<file path="config.mk">
export PLATFORM = sky130hd
export DESIGN_NAME = pulse_gen
export DESIGN_NICKNAME = d
export VERILOG_FILES = /design/src/rtl/pulse_gen.sv
export SDC_FILE = /design/constraint.sdc
export NUM_CORES = 1
export LEC_CHECK = 0
export CORE_MARGIN = 2
export CORE_UTILIZATION = 55
export DETAILED_ROUTE_END_ITERATION = 8
export PLACE_DENSITY = 0.8
export REMOVE_ABC_BUFFERS = 1
export SYNTH_ARGS = -nofsm -noshare
export SYNTH_HDL_FRONTEND = slang
export SYNTH_SLANG_ARGS = --single-unit
</file>
<file path="constraint.sdc">
create_clock -name clk -period 4 [get_ports clk]
set_clock_uncertainty 0.15 [all_clocks]
set_input_delay 0.6 -clock clk [delete_from_list [all_inputs] [get_ports clk]]
set_output_delay 0.6 -clock clk [all_outputs]
set_load 0.01 [all_outputs]
</file>
<file path="src/rtl/pulse_gen.sv">
// Phase-accumulator pulse generator driving an offset-binary DAC code.
// Runs continuously or for a triggered burst of whole periods; settings take effect only at period boundaries.
module pulse_gen #(
    parameter int ACC_W  = 20,
    parameter int FREQ_W = 16,
    parameter int PH_W   = 8,
    parameter int DAC_W  = 14
) (
    input  logic              clk,
    input  logic              rst,
    input  logic              en,
    input  logic              mode,
    input  logic              trig,
    input  logic [7:0]        burst_len,
    input  logic [FREQ_W-1:0] freq,
    input  logic [PH_W-1:0]   duty,
    input  logic [PH_W-1:0]   phase,
    input  logic [2:0]        amp,
    output logic [DAC_W-1:0]  DAC_in,
    output logic              sync,
    output logic              busy
);

    typedef enum logic [1:0] {
        IDLE  = 2'd0,
        RUN   = 2'd1,
        BURST = 2'd2
    } state_t;

    localparam logic [DAC_W-1:0] MID    = {1'b1, {(DAC_W-1){1'b0}}};
    localparam logic [DAC_W-1:0] MID_M1 = {1'b0, {(DAC_W-1){1'b1}}};

    state_t              state_r, state_next_s;
    logic [ACC_W-1:0]    acc_r;
    logic [FREQ_W-1:0]   freq_a_r;
    logic [PH_W-1:0]     duty_a_r;
    logic [PH_W-1:0]     phase_a_r;
    logic [2:0]          amp_a_r;
    logic [7:0]          len_a_r;
    logic [7:0]          cnt_r;
    logic [ACC_W:0]      sum_s;
    logic                wrap_s;
    logic                last_s;
    logic                load_s;
    logic [PH_W-1:0]     p_s;
    logic                level_s;
    logic [DAC_W-1:0]    code_s;

    // The high code tops out at MID + MID-1 so amp=0 reaches full scale without overflowing.
    function automatic logic [DAC_W-1:0] level_code(input logic lvl, input logic [2:0] sh);
        logic [DAC_W-1:0] c;
        if (lvl) begin
            c = MID + (MID_M1 >> sh);
        end else begin
            c = MID - (MID >> sh);
        end
        return c;
    endfunction

    // Accumulator sum, wrap detection and waveform level for the current acc value.
    always_comb begin
        sum_s   = {1'b0, acc_r} + (ACC_W+1)'(freq_a_r);
        wrap_s  = (state_r != IDLE) && sum_s[ACC_W];
        last_s  = (state_r == BURST) && (cnt_r == (len_a_r - 8'd1));
        p_s     = acc_r[ACC_W-1 -: PH_W] + phase_a_r;
        level_s = (p_s < duty_a_r);
        code_s  = level_code(level_s, amp_a_r);
    end

    // Next-state logic; disable always wins over trigger and burst completion.
    always_comb begin
        state_next_s = state_r;
        case (state_r)
            IDLE: begin
                if (en && !mode) begin
                    state_next_s = RUN;
                end else if (en && mode && trig) begin
                    state_next_s = BURST;
                end else begin
                    state_next_s = IDLE;
                end
            end
            RUN: begin
                if (!en) begin
                    state_next_s = IDLE;
                end else begin
                    state_next_s = RUN;
                end
            end
            BURST: begin
                if (!en) begin
                    state_next_s = IDLE;
                end else if (wrap_s && last_s) begin
                    state_next_s = IDLE;
                end else begin
                    state_next_s = BURST;
                end
            end
            default: state_next_s = IDLE;
        endcase
    end

    // Settings are captured on leaving IDLE and at each period boundary only.
    always_comb begin
        load_s = ((state_r == IDLE) && (state_next_s != IDLE)) || (wrap_s && en);
    end

    // State, accumulator, active settings, burst counter and registered outputs.
    always_ff @(posedge clk) begin
        if (rst) begin
            state_r   <= IDLE;
            acc_r     <= {ACC_W{1'b0}};
            freq_a_r  <= {FREQ_W{1'b0}};
            duty_a_r  <= {PH_W{1'b0}};
            phase_a_r <= {PH_W{1'b0}};
            amp_a_r   <= 3'd0;
            len_a_r   <= 8'd0;
            cnt_r     <= 8'd0;
            DAC_in    <= MID;
            sync      <= 1'b0;
            busy      <= 1'b0;
        end else begin
            state_r <= state_next_s;
            if ((state_r == IDLE) || (state_next_s == IDLE)) begin
                acc_r <= {ACC_W{1'b0}};
            end else begin
                acc_r <= sum_s[ACC_W-1:0];
            end
            if (load_s) begin
                freq_a_r  <= freq;
                duty_a_r  <= duty;
                phase_a_r <= phase;
                amp_a_r   <= amp;
                len_a_r   <= burst_len;
            end else begin
                freq_a_r  <= freq_a_r;
                duty_a_r  <= duty_a_r;
                phase_a_r <= phase_a_r;
                amp_a_r   <= amp_a_r;
                len_a_r   <= len_a_r;
            end
            if ((state_r != BURST) || (state_next_s != BURST)) begin
                cnt_r <= 8'd0;
            end else if (wrap_s) begin
                cnt_r <= cnt_r + 8'd1;
            end else begin
                cnt_r <= cnt_r;
            end
            if ((state_r == IDLE) || (state_next_s == IDLE)) begin
                DAC_in <= MID;
            end else begin
                DAC_in <= code_s;
            end
            sync <= wrap_s && en;
            busy <= (state_next_s != IDLE);
        end
    end

endmodule

</file>
==> flow_metrics.tcl <==
set metrics [dict create \
    gr-total-overflow 0 \
    slew_viol_final 0 \
    ant_nets 0 \
    instances_no_fill 660 \
    power_density_mw_per_mm2 344 \
    yosys_warnings 0 \
    synth.area.top_cells "dfxtp_1 (37%), mux2i_1 (9.7%), ha_1 (8.8%)" \
    hp-class "register to register" \
    synthTopCellsByCount "dfxtp_1 (84), nor2_1 (82), mux2i_1 (44)" \
    rows 33 \
    async_flop_share_pct 0 \
    crit_path_max_incr_delay_ns 0.64 \
    synth_cells 496 \
    rsz0062_at_grt "false" \
    critPathKind "register to register" \
    synth_top_area_share_pct 37.0 \
    ys_ff_latch 84 \
    fmax_ghz 0.310 \
    gp_congestion 0.820 \
    post-cts-setup-buffers 0 \
    tritoncts "built" \
    clk_latency_ns 0.35 \
    critPathBufInv 1 \
    n_fill_cell 662 \
    finalPower_mw 1.87 \
    wl_per_cell_microns 14.4 \
    drtPass1Iterations 4 \
    dp_cells 644 \
    drive_above_1_share_pct 6.31 \
    ctsLongestPathBuffers 2 \
    hpwl_mm 6.88 \
    cts_buffers 9 \
    critPathLaunchType "register" \
    period_share_pct 80.5 \
    die_h_microns 94.9 \
    grt_pass1_wl_mm 16.2 \
    yosysTopAreaCell "dfxtp_1" \
    status "complete, no violations" \
    maxCapViolCount 0 \
    fin_area_sq_mm 0.00543 \
    cts_hold_buf 0 \
    period_needed_ns 3.22 \
    nets 632 \
    die_w_microns 94.9 \
    critPathArrivalTime_ns 3.30 \
    syn2layout_area_growth_pct 19.7 \
    routed_wl_mm 9.53 \
    start_util_pct 56.1 \
    cellLeakagePower_nw 2.22 \
    crit_fanout 17 \
    track_usage_pct 22.8 \
    ys_seq_area_share_pct 37.0 \
    n_antenna_cell 0 \
    finalHoldViolCount 0 \
    required_ns 4.07 \
    fin_setup_tns_ns 0 \
    relSlewSlack_pct 51.3 \
    antenna_found_initial 0 \
    cpLargestDelayFamily "compound AO/OA/AOI/OAI gates" \
    endpoint_kind "register" \
    ctsResizeCount 0 \
    grt_pass1_vias 3522 \
    core_sq_mm 0.00809 \
    num_vias 3657 \
    boundaryPins 64 \
    first_iter_violations 189 \
    syn_area_sq_mm 0.00454 \
    grt_max_degree 44 \
    synth.distinct_cells 50 \
    yosysMostFrequentCell "dfxtp_1" \
    synth_edf_count 0 \
    path_cells "ha_1 -> fa_1 -> a211oi_1 -> o21ai_2 -> o2111ai_2 -> a211o_1 -> a31oi_4 -> buf_12 -> mux2i_1 -> nor2_1" \
    worst_hold_slack_ns 0.352 \
    port_buffers 63 \
    drc_errors 0 \
    cts_num_sinks 84 \
    synth_ff_type "dfxtp_1" \
    h-tree-depth 3 \
    peakVddDrop_v 0.000185 \
    fp.dieArea_sq_mm 0.00900 \
    slowest_stage "a31oi_4" \
    setup_viol 0 \
    worst_pin_slew_ns 0.730 \
    cts_root_buf "clkbuf_8" \
    post_drt_via_cell_ratio 5.54 \
    cts.clk_slew.worst_paths_ns 0.09 \
    syn_avg_cell_area_sq_um 9.15 \
    placed_area_sq_mm 0.00521 \
]
[logic make-up (layout without fill, tap and decap cells)]
logic type	Yosys count	in the layout	share of synthesized area (%)
and+or+nand+nor	158	158	16.6
xor gates and xnor gates	35	35	6.75
muxes	44	44	9.70
DFF	84	84	37.0
buffers and inverters	44	103	5.26
adders and majority gates	34	34	9.70
AOI/OAI and AO/OA	97	97	14.9
[state kept, by name, summed over array words and instances, names as in the netlist]
register and count:
DAC_in 9, acc_r 20, amp_a_r 3, busy 1, cnt_r 8, duty_a_r 8
freq_a_r 16, len_a_r 8, phase_a_r 8, state_r 2, sync 1
[layout make-up]
cell class                 count  area, sq um  share of cell area (%)
multi-input combinational    368         2630                    48.5
clock inverter                 6         87.6                    1.61
inverter                      20         75.1                    1.38
sequential                    84         1680                    31.0
tap                          105          131                    2.42
clock buffer                  10          138                    2.53
timing repair buffer          67          686                    12.6
[worst min-delay path: cells and delay by family, from the launching register on]
kind | cells | cell delay [ns]
AND/OR/NAND/NOR | 1 | 0.07
multiplexers | 1 | 0.06
flip-flops | 1 | 0.34
[cell usage in the layout (no fill, tap or decap), types with 3 or more instances in the layout]
cell,Yosys,final
nand3_1,9,9
a21oi_1,27,27
ha_1,32,32
o21bai_1,4,4
o21ai_0,16,16
nor3b_1,3,3
o21a_1,5,5
dfxtp_1,84,84
clkdlybuf4s50_1,0,63
xnor2_1,21,21
nand3b_1,7,7
inv_1,20,20
nor2_1,82,82
and3_1,5,5
a21o_1,14,14
or3_1,4,4
nor3_1,14,14
clkbuf_8,0,10
nand2_1,13,13
a31oi_1,6,5
a211oi_1,5,5
mux2i_1,44,44
clkinvlp_4,0,3
xor2_1,14,14
nand4_1,4,4
nand2b_1,6,6
[per-layer routing]
metal / routed length (microns) / track usage, % / vias up
met3: 462 / 5.43 / 9
met5: 0 / 0 / -
met2: 4830 / 40.7 / 79
li1: - / - / 1840
met1: 4120 / 27.5 / 1729
met4: 104 / 5.92 / 0
[worst paths after layout]
check	start	endpoint	slack [ns]	cells past startpoint
max	freq_a_r[0]	amp_a_r[2]	0.78	10
min	duty_a_r[1]	duty_a_r[1]	0.35	2
max reg2reg	freq_a_r[0]	amp_a_r[2]	0.78	10
min reg2reg	duty_a_r[1]	duty_a_r[1]	0.35	2
[power by group]
part / switching (mW) / leakage, nW / internal (mW)
Sequential: 0.0285 / 0.684 / 0.869
Clock: 0.305 / 0.105 / 0.367
Combinational: 0.145 / 1.43 / 0.155
Total: 0.479 / 2.22 / 1.39
[per-stage QoR]
stage                     util, %  setup slack (ns)
final                        67.1             0.779
after global routing         67.1             0.550
after CTS                    67.1             0.758
after detailed placement     64.3             0.788
after global placement       64.3             0.876
after floorplan                 -             -1.63
(Power assumes the default switching activity.)
